===== config.mk =====
export PLATFORM = sky130hd
export DESIGN_NAME = sha256_padder
export DESIGN_NICKNAME = d
export VERILOG_FILES = /design/src/rtl/sha256_padder.sv
export SDC_FILE = /design/constraint.sdc
export NUM_CORES = 1
export LEC_CHECK = 0
export CAP_MARGIN = 5
export CORE_ASPECT_RATIO = 1.1
export CORE_MARGIN = 4
export CORE_UTILIZATION = 25
export DETAILED_ROUTE_END_ITERATION = 10
export PLACE_DENSITY = 0.55
export SYNTH_ARGS = -nofsm -noshare
export SYNTH_HDL_FRONTEND = slang
export SYNTH_SLANG_ARGS = --single-unit
export TNS_END_PERCENT = 30

===== constraint.sdc =====
create_clock -name clock -period 3.5 [get_ports clock]
set_input_delay 0.7 -clock clock [delete_from_list [all_inputs] [get_ports clock]]
set_output_delay 0.7 -clock clock [all_outputs]
set_load 0.05 [all_outputs]

===== src/rtl/sha256_padder.sv =====
// sha256_padder: byte-stream to 512-bit chunk pre-processor for SHA-256.
// Appends the 0x80 marker, zero fill and 64-bit big-endian bit length, and
// emits chunks over a valid/ready handshake. Byte 0 of a chunk is chunk[511:504].
//
// Ports
//   clock, reset       : clock, asynchronous active-low reset
//   in_data/in_valid/in_last/in_ready : message byte stream (in_last marks final byte)
//   chunk/chunk_valid/chunk_ready     : padded 512-bit block handshake
//   chunk_first/chunk_last            : block is first / final block of its message
module sha256_padder #(
  parameter int unsigned LEN_W = 64
) (
  input  logic         clock,
  input  logic         reset,
  input  logic [7:0]   in_data,
  input  logic         in_valid,
  input  logic         in_last,
  output logic         in_ready,
  output logic [511:0] chunk,
  output logic         chunk_valid,
  input  logic         chunk_ready,
  output logic         chunk_first,
  output logic         chunk_last
);

  localparam int unsigned CHUNK_W = 512;
  localparam int unsigned NBYTES  = CHUNK_W / 8;

  typedef enum logic [1:0] {ST_FILL, ST_EMIT, ST_XTRA} state_t;
  typedef enum logic [1:0] {PEND_NONE, PEND_LEN, PEND_MARK_LEN} pend_t;

  state_t             state_q, state_d;
  pend_t              pend_q, pend_d;
  logic [CHUNK_W-1:0] buf_q, buf_d;
  logic [5:0]         p_q, p_d;
  logic [LEN_W-1:0]   len_q, len_d;
  logic               first_pend_q, first_pend_d;
  logic               chunk_first_q, chunk_first_d;
  logic               chunk_last_q, chunk_last_d;
  logic               chunk_valid_q, chunk_valid_d;
  logic               in_ready_q, in_ready_d;

  logic [6:0]         q;
  logic [LEN_W-1:0]   len_inc;

  assign chunk       = buf_q;
  assign chunk_valid = chunk_valid_q;
  assign chunk_first = chunk_first_q;
  assign chunk_last  = chunk_last_q;
  assign in_ready    = in_ready_q;

  // Next-state, buffer update and registered-output decode
  always_comb begin
    state_d       = state_q;
    pend_d        = pend_q;
    buf_d         = buf_q;
    p_d           = p_q;
    len_d         = len_q;
    first_pend_d  = first_pend_q;
    chunk_first_d = chunk_first_q;
    chunk_last_d  = chunk_last_q;
    q             = {1'b0, p_q} + 7'd1;
    len_inc       = len_q + LEN_W'(8);

    unique case (state_q)
      ST_FILL: begin
        if (in_valid) begin
          len_d = len_inc;
          for (int i = 0; i < int'(NBYTES); i++) begin
            if (6'(i) == p_q) buf_d[CHUNK_W-1-8*i -: 8] = in_data;
          end
          if (in_last) begin
            state_d       = ST_EMIT;
            chunk_first_d = first_pend_q;
            // Bytes beyond p are already zero since the buffer is cleared per chunk
            for (int i = 0; i < int'(NBYTES); i++) begin
              if (7'(i) == q) buf_d[CHUNK_W-1-8*i -: 8] = 8'h80;
            end
            if (q <= 7'd55) begin
              buf_d[63:0]  = 64'(len_inc);
              chunk_last_d = 1'b1;
            end else if (q == 7'd64) begin
              pend_d       = PEND_MARK_LEN;
              chunk_last_d = 1'b0;
            end else begin
              pend_d       = PEND_LEN;
              chunk_last_d = 1'b0;
            end
          end else if (p_q == 6'd63) begin
            state_d       = ST_EMIT;
            chunk_first_d = first_pend_q;
            chunk_last_d  = 1'b0;
          end else begin
            p_d = p_q + 6'd1;
          end
        end
      end

      ST_EMIT: begin
        if (chunk_ready) begin
          // first_pend re-arms only after the final block of a message
          first_pend_d = chunk_last_q;
          if (pend_q != PEND_NONE) begin
            state_d = ST_XTRA;
          end else begin
            state_d       = ST_FILL;
            buf_d         = '0;
            p_d           = '0;
            chunk_first_d = 1'b0;
            chunk_last_d  = 1'b0;
            if (chunk_last_q) len_d = '0;
          end
        end
      end

      ST_XTRA: begin
        // Extra block: optional marker at byte 0, length in the tail
        buf_d = '0;
        if (pend_q == PEND_MARK_LEN) buf_d[CHUNK_W-1 -: 8] = 8'h80;
        buf_d[63:0]   = 64'(len_q);
        chunk_first_d = first_pend_q;
        chunk_last_d  = 1'b1;
        pend_d        = PEND_NONE;
        state_d       = ST_EMIT;
      end

      default: begin
        state_d = ST_FILL;
      end
    endcase

    chunk_valid_d = (state_d == ST_EMIT);
    in_ready_d    = (state_d == ST_FILL);
  end

  // State and datapath registers
  always_ff @(posedge clock or negedge reset) begin
    if (!reset) begin
      state_q       <= ST_FILL;
      pend_q        <= PEND_NONE;
      buf_q         <= '0;
      p_q           <= '0;
      len_q         <= '0;
      first_pend_q  <= 1'b1;
      chunk_first_q <= 1'b0;
      chunk_last_q  <= 1'b0;
      chunk_valid_q <= 1'b0;
      in_ready_q    <= 1'b1;
    end else begin
      state_q       <= state_d;
      pend_q        <= pend_d;
      buf_q         <= buf_d;
      p_q           <= p_d;
      len_q         <= len_d;
      first_pend_q  <= first_pend_d;
      chunk_first_q <= chunk_first_d;
      chunk_last_q  <= chunk_last_d;
      chunk_valid_q <= chunk_valid_d;
      in_ready_q    <= in_ready_d;
    end
  end

endmodule


== Yosys cells after proc, flatten, opt, wreduce, memory -nomap -nowiden ==
Index checks and enable logic that the tools add are counted.

* Add/sub/neg operators: 3
* $lt $le $gt $ge: 1
* Equality and inequality tests: 141
* Multiplexer cells: 168
* Reductions and logical operators: 14

{| class="wikitable"
|+ Operators by type and width
! cell !! number
|-
| 512-bit two-way mux || 4
|-
| 512-bit one-hot mux with 3 select lines || 1
|-
| 8-bit two-way mux || 129
|-
| 64-bit two-way mux || 5
|-
| 6-bit by 7-bit equality test with 1-bit output (first input constant) || 32
|-
| 6-bit equality test (first input constant) || 32
|-
| 64-bit one-hot mux with 2 select lines || 1
|-
| 5-bit by 7-bit equality test with 1-bit output (first input constant) || 16
|-
| 5-bit by 6-bit equality test with 1-bit output (first input constant) || 16
|-
| 64-bit by 4-bit adder with 64-bit output (second input constant) || 1
|-
| 4-bit by 7-bit equality test with 1-bit output (first input constant) || 8
|-
| 4-bit by 6-bit equality test with 1-bit output (first input constant) || 8
|-
| 6-bit two-way mux || 5
|-
| 3-bit by 7-bit equality test with 1-bit output (first input constant) || 4
|-
| 3-bit by 6-bit equality test with 1-bit output (first input constant) || 4
|-
| 2-bit two-way mux || 9
|-
| 2-bit inequality test (second input constant) || 8
|-
| 2-bit by 7-bit equality test with 1-bit output (first input constant) || 2
|-
| 2-bit by 6-bit equality test with 1-bit output (first input constant) || 2
|-
| 6-bit one-hot mux with 2 select lines || 1
|-
| 5-bit AND reduction || 2
|-
| 1-bit two-way mux || 9
|-
| 4-bit AND reduction || 2
|-
| 6-bit by 1-bit adder with 7-bit output (second input constant) || 1
|-
| 19 further kinds || 25
|}

* Flip-flop bits (word level): 591

== Logic depth before layout (Yosys ltp) ==
Gate-level depths: netlist (run 1).

* Depth in word-level cells: 7
* Gate-level depth with buffers: 11
* Mapped depth without buffers: 8

== Worst setup path after synthesis (run 1) ==
No wires, ideal clock.

* Path type: register to register
* Start: register p_q[0]
* End: register buf_q[31], in the netlist chunk[31]
* Arrival: 2501 ps
* Data required time: 3366 ps
* Setup slack: 865 ps
* Cell stages (with the launch flop): 11
* Buffers on the path: 2
* Cell sequence: dfrtp_1 > buf_2 > inv_1 > ha_1 > nand2b_1 > a211o_1 > a311oi_1 > o22ai_2 > clkbuf_1 > a2111oi_0 > nor3_1

* Cells in the longest elaborated chain, start to end: 7
* Elaborated cells on any way between the ends: 10

{| class="wikitable"
|+ Ends and longest elaborated chain
! element !! line !! text
|-
| start: declaration || 35 || <nowiki>logic [5:0] p_q, p_d;</nowiki>
|-
| start signal: assignment || 153 || <nowiki>p_q <= p_d;</nowiki>
|-
| parallel branches: the longest is 4 deep, another holds 6-bit by 1-bit adder with 7-bit output || -- ||
|-
| 512-bit two-way mux (*) || 72 || <nowiki>if (in_last) begin</nowiki>
|-
| 512-bit two-way mux (*) || 67 || <nowiki>if (in_valid) begin</nowiki>
|-
| 512-bit one-hot mux with 3 select lines (*) || 65 || <nowiki>unique case (state_q)</nowiki>
|-
| end signal: assignment || 152 || <nowiki>buf_q <= buf_d;</nowiki>
|-
| end: declaration || 34 || <nowiki>logic [CHUNK_W-1:0] buf_q, buf_d;</nowiki>
|}

Every way passes the cells marked *. The select of a mux whose other input is x is not followed.
A chain may end at the register's enable or synchronous reset.

== Worst setup path after layout (run 1) ==
* Start: register p_q[1]
* End: register buf_q[44], in the netlist chunk[44]

Same word-level chain as after synthesis.

==> results.md, run 1 <==
* DP Wirelength at 101000 µm
* Reg clk slew, reported paths at 60 ps
* Remaining Overflow, GRT at 0
* Hold Slack at 53.1 ps
* Initial core utilization at 0.251
* Flop pwr share at 0.279
* Post-synth EDFFs at 0
* Yosys cell types at 81
* Critical path required time at 4040 ps
* Clock power share at 0.274
* CP endpoint kind: flop
* Max stage delay on crit path at 830 ps
* Clock skew at 27.1 ps
* Worst slew margin at 0.295
* Clock sinks at 588
* CTS tree: built
* FMAX at 313 MHz
* Main flop type after synthesis: dfrtp_1
* Slowest CP cell: o2bb2ai_1
* Vias in the first global route at 28100
* Worst slew pin tran at 1060 ps
* Initial DRC Count at 2704
* Startpoint Class: flop
* Cts hold-fix bufs at 0
* Synth Net Count at 3379
* Int Pwr at 0.0163 W
* Die W at 336 µm
* Fin area at 0.0401 mm²
* Max cap viols at 0
* Worst slack at placement at -35.9 ps
* Placed cell count at 5345
* Postcts setup bufs at 0
* Clock Tree Buf Depth at 3
* Setup violators final at 0
* Post-DP Area at 0.0376 mm²
* CTS H-tree lvls at 3
* Layout cells sized above 1 at 0.114
* RSZ-0062 raised after global routing: no
* Post-Syn Instances at 3356
* Wire per inst at 26.0 µm
* Remaining DRCs at 0
* PnR worst setup slack at 305 ps
* Final nets at 3902
* Final hold vios at 0
* Detail Route met3 WL at 11600 µm
* Core Area at 0.118 mm²
* First-pass iteration count of the detailed router at 5
* Total number of vias at 28900
* DRT antenna net count at 0
* Skew-Pair Late Insertion Delay at 640 ps
* Die area at 0.124 mm²
* RePlAce Congestion at 0.902
* # port buffers at 528
* Global Route Usage Sum at 0.223
* First-pass GRT wire length at 205000 µm
* Crit share post-route at 0.913
* Pwr Density at 743 mW/mm²
* Ys async rst share at 1.00
* Kind of critical path: reg -> reg
* Cells along the critical path: ha_2, nand3b_1, o32ai_1, o2bb2ai_1, nor3_1, nand2b_1, o31ai_1
* Status: complete, no violations
* Finished Layout Cells at 5476
* DRT met1 WL at 57000 µm
* Register area share after synthesis at 0.498
* Max Slew Vio Count at 0
* Top Ports at 529
* Layout area overhead at 35.8%
* VDD IR max at 0.443 mV
* Crit path arrival time at 3730 ps
* Static Leak at 16.6 nW
* Worst-path fanout max at 15
* Switch Pwr at 0.0135 W
* Switching Share at 0.453
* Via density at 5.28
* Avg Inst Size Synth at 8.80 µm²
* Inserted Clock Buffers at 73
* Tmin final at 3190 ps
* Met2 routed WL at 68700 µm
* Largest net degree at the start of global routing at 82
* Comb power frac at 0.446
* Post-Route WL at 142000 µm
* Initial antenna violation count at 1
* Syn Std Cell Area at 0.0295 mm²
* #FFs+latches synth at 588
* Top Metal Used: met4
* Die height at 369 µm
* Row cnt at 132
* Synth warn at 0
* CTS Root Cell: clkbuf_16
* HP Class: in -> async
## layer usage
metal,vias to the layer above,GRT usage
met5,-,0
met3,216,0.0544
met4,0,0.0771
met1,14500,0.278
li1,13100,-
met2,1114,0.375
## critical path, delay by kind of cell, from the launching register on
kind / cells / cell delay [ps]
adder cells (fa/ha/maj): 1 / 480
flip-flops: 1 / 550
AO/OA/AOI/OAI: 3 / 1290
AND/OR/NAND/NOR: 3 / 750
## layout by cell type, fill, tap and decap left out, drive strengths merged, types with 22 or more instances in the layout
master,instances
mux2i,46
mux2,36
nor3,52
xor2,28
dfrtp,586
clkbuf,89
o21ai,154
clkdlybuf4s50,519
nor2,179
and3,69
clkinv,22
a22oi,52
nand3,407
a221oi,24
nor2b,31
nor4,33
o22ai,48
o31ai,59
nand4,24
xnor2,24
a21oi,451
buf,231
inv,24
nand2,522
## state kept, by name (all words and copies together) (netlist names)
signal        cells
chunk           512
chunk_first       1
chunk_last        1
chunk_valid       1
first_pend_q      1
in_ready          1
len_q            61
p_q               6
pend_q            2
state_q           2
## synth_stat cells (4+ instances only)
cell type  number  area (µm²)
nor4_4          6         128
o41ai_1         4        35.0
o21ai_0       104         521
o21a_1         10        75.1
a31oi_1        16         100
o22ai_1        47         294
nand3_1       404        2020
a21boi_0        5        37.5
o31ai_1        57         428
nand2_1       522        1960
a221oi_1       24         210
inv_1          18        67.6
a32o_1          4        40.0
nor4b_1         5        43.8
nand4_1        24         150
o21ai_1        50         250
nor3_1         49         245
a31o_2          9        78.8
and2_1         18         113
mux2i_1        46         460
a22o_1         11        96.3
and4_1         19         166
nand2b_1        8        50.1
o32ai_1        10        87.6
nor2_1        178         668
buf_2          68         340
buf_1           6        22.5
o211ai_1        7        52.6
a21oi_1       451        2260
nand3b_1        7        52.6
nor4_1         20         125
ha_1           10         125
nor2b_1        31         194
xnor2_1        24         210
and3_1         69         432
nor4_2          7        87.6
or2_2           8        50.1
clkbuf_1      222         833
dfrtp_1       586       14700
a21o_1          4        30.0
o21bai_1        6        45.0
xor2_1         28         245
a22oi_1        52         390
mux2_2         36         405
o311ai_0        8        70.1
## final timing paths
check	start	end	slack, ps	cells after the start
min in group clock	chunk[0]$_DFFE_PN0P_	chunk[0]$_DFFE_PN0P_	510	1
max reg2reg	p_q[1]$_DFFE_PN0P_	chunk[44]$_DFFE_PN0P_	310	7
min	reset	chunk[297]$_DFFE_PN0P_	50	1
max	p_q[1]$_DFFE_PN0P_	chunk[44]$_DFFE_PN0P_	310	7
min reg2reg	chunk[0]$_DFFE_PN0P_	chunk[0]$_DFFE_PN0P_	510	1
max in group asynchronous	reset	chunk[395]$_DFFE_PN0P_	2390	2
## repair_timing
action | CTS | global route
resized for setup | 0 | 1
endpoints found under the hold margin | 0 | 0
endpoints found under the setup margin | 0 | 5
## final cells by class
cell class | instances | area (µm²)
diodes | 1 | 2.50
multi-input cells | 2448 | 13600
fillers | 12300 | 77500
clock inverters | 41 | 556
well taps | 1541 | 1930
inverters | 18 | 67.6
flip-flops and latches | 588 | 14700
repair buffers | 750 | 7280
clock buffers | 89 | 1980
## power by group through the flow
| stage | Combinational, W | Clock [W] | Sequential [W] |
|---|---|---|---|
| 6_report | 0.0133 | 0.00819 | 0.00833 |
| 5_1_grt | 0.0140 | 0.00862 | 0.00843 |
| 4_1_cts | 0.0133 | 0.00834 | 0.00833 |
| 3_5_place_dp | 0.0133 | 0 | 0.00845 |
| 3_3_place_gp | 0.0132 | 0 | 0.00844 |
| 2_1_floorplan | 0.00488 | 0 | 0.0107 |
## metrics by stage
step	util	TNS [ps]	power, W
detailed placement	0.320	-208	0.0217
finish	0.341	0	0.0298
CTS	0.341	0	0.0300
global route	0.341	0	0.0310
global placement	0.320	-167	0.0217
floorplan	-	0	0.0156
## cells by family (layout without fill, tap and decap cells)
logic type	count (synthesis)	in the layout	share of synthesized area
compound gates	908	908	0.182
other cells	0	1	0
mux	82	82	0.0293
fa+ha+maj	10	10	0.00423
xor+xnor	52	52	0.0154
buf+inv	320	898	0.0447
simple gates	1396	1396	0.226
flops	588	588	0.498
(Power assumes the default switching activity.)
==> run 2, diff against run 1 <==
--- a/config.mk
+++ b/config.mk
@@ -8,9 +8,9 @@
 export CAP_MARGIN = 5
 export CORE_ASPECT_RATIO = 1.1
 export CORE_MARGIN = 4
-export CORE_UTILIZATION = 25
+export CORE_UTILIZATION = 45
 export DETAILED_ROUTE_END_ITERATION = 10
-export PLACE_DENSITY = 0.55
+export PLACE_DENSITY = 0.81
 export SYNTH_ARGS = -nofsm -noshare
 export SYNTH_HDL_FRONTEND = slang
 export SYNTH_SLANG_ARGS = --single-unit
==> run 2 against run 1 <==
Effect of this change:
- worst hold slack improved by 84 ps
- register-to-register slack got worse by 90 ps
- flip-flop and latch count did not move
- die area fell by 44%
- clock skew rose by 8.7 ps
- core utilization rose by 25 points
- combinational power fell by 6%
- non-clock buffer count fell by 42
- wire length fell by 14%
- highest routed layer unchanged
==> results.md, run 2 (synthesized netlist as in run 1, its figures left out) <==
* Met2 routed WL at 57500 µm
* CTS tree: built
* Buf/Inv on CP at 0
* DP Wirelength at 85000 µm
* Clock Tree Buf Depth at 3
* Largest register FFs at 512
* First-pass GRT wire length at 183000 µm
* CTS H-tree lvls at 2
* Placed cell count at 4612
* Clock sinks at 588
* Global Route Usage Sum at 0.336
* R2r startpoint: p_q[0]$_DFFE_PN0P_
* Cells along the critical path: ha_1, nand3b_1, o32ai_1, o2bb2ai_1, o21ai_1, a31o_2, o22ai_1
* Max Slew Vio Count at 0
* Most frequent cells in the layout: dfrtp_1, nand2_1, clkdlybuf4s50_1, a21oi_1, nand3_1
* Total number of vias at 29900
* Crit path arrival time at 3840 ps
* Sum Neg Setup Slack at 0 ps
* Fin area at 0.0383 mm²
* Most common cell after layout, fill and taps aside: dfrtp_1
* Worst Setup SP: p_q[0]$_DFFE_PN0P_
* Clock skew at 35.8 ps
* DRT antenna net count at 0
* Tmin final at 3280 ps
* Cts hold-fix bufs at 0
* Max cap viols at 0
* Status: complete, no violations
* Die W at 252 µm
* Slowest CP cell: o2bb2ai_1
* Layout cells sized above 1 at 0.0974
* Fillers at 5497
* Max stage delay on crit path at 880 ps
* Inserted Clock Buffers at 59
* Wire per inst at 25.9 µm
* Pwr Density at 720 mW/mm²
* Die height at 277 µm
* Layout area overhead at 29.8%
* VDD IR max at 0.569 mV
* Initial antenna violation count at 2
* Post-CTS resize count at 0
* # port buffers at 528
* FMAX at 305 MHz
* First-pass iteration count of the detailed router at 8
* Reg clk slew, reported paths at 70 ps
* Post-Route WL at 122000 µm
* Top Metal Used: met4
* Worst slew pin tran at 1070 ps
* Finished Layout Cells at 4722
* Postcts setup bufs at 0
* Worst-path fanout max at 15
* Tot Pwr at 0.0276 W
* Skew-Pair Late Insertion Delay at 650 ps
* Remaining Overflow, GRT at 0
* CP delay by family, top: compound AO/OA/AOI/OAI gates
* Startpoint Class: flop
* Multi-input logic area at 0.0136 mm²
* Kind of critical path: reg -> reg
* Register area at 0.0147 mm²
* HP Class: in -> async
* Vias in the first global route at 28800
* Row cnt at 98
* Via density at 6.34
* Remaining DRCs at 0
* Final nets at 3846
* Top Ports at 529
* Crit share post-route at 0.938
* DRT met1 WL at 43500 µm
* Critical path required time at 4060 ps
* Largest net degree at the start of global routing at 102
* Final hold vios at 0
* RePlAce Congestion at 0.942
* Setup violators final at 0
* Die area at 0.0698 mm²
* Post-DP Area at 0.0363 mm²
* RSZ-0062 raised after global routing: no
* Initial DRC Count at 3808
* Detail Route met3 WL at 13000 µm
* Core Area at 0.0650 mm²
* Static Leak at 16.1 nW
* CTS Root Cell: clkbuf_16
* Initial core utilization at 0.455
* Worst slew margin at 0.288
* CP endpoint kind: flop
## run 2: changes by cell type in the layout (fill, tap and decap cells not counted), moves of 2 or more
cell / delta
clkbuf_8: +5
buf_2: +2
inv_6: -5
bufinv_16: -4
clkbuf_1: +7
buf_4: -36
clkbuf_16: -15
buf_12: -8
clkinv_2: -10
## run 2: per-stage QoR
step                      hold slack (ps)   util  worst slack (ps)
after floorplan                       404      -               865
after global routing                  193  0.590              57.4
final                                 137  0.590               218
after CTS                             162  0.590               359
after detailed placement              499  0.559              21.9
after global placement                481  0.559              69.7
## run 2: where the power goes
part	internal (W)	switching, W
clock network	0.00390	0.00286
logic	0.00353	0.00897
registers	0.00761	0.000736
## run 2: layer usage
layer	global-route usage	vias to the layer above
li1	-	12900
met4	0.183	0
met1	0.413	14500
met3	0.0819	460
met5	0	-
met2	0.546	2053
## run 2: layout make-up
type,count,share of cell area
well taps,850,0.0277
flip-flops and latches,588,0.384
diodes,2,0.000131
repair buffers,708,0.179
clock inverters,22,0.00897
inverters,18,0.00176
clock buffers,86,0.0443
multi-input cells,2448,0.354
## run 2: path summary, 6_finish.rpt
check	end	slack (ps)	depth (start not counted)
hold / removal	chunk[341]$_DFFE_PN0P_	140	1
min in group clock	chunk_first$_DFFE_PN0P_	510	2
setup reg to reg	chunk[24]$_DFFE_PN0P_	220	7
hold reg to reg	chunk_first$_DFFE_PN0P_	510	2
max in group asynchronous	chunk[274]$_DFFE_PN0P_	2360	2
setup / recovery	chunk[24]$_DFFE_PN0P_	220	7
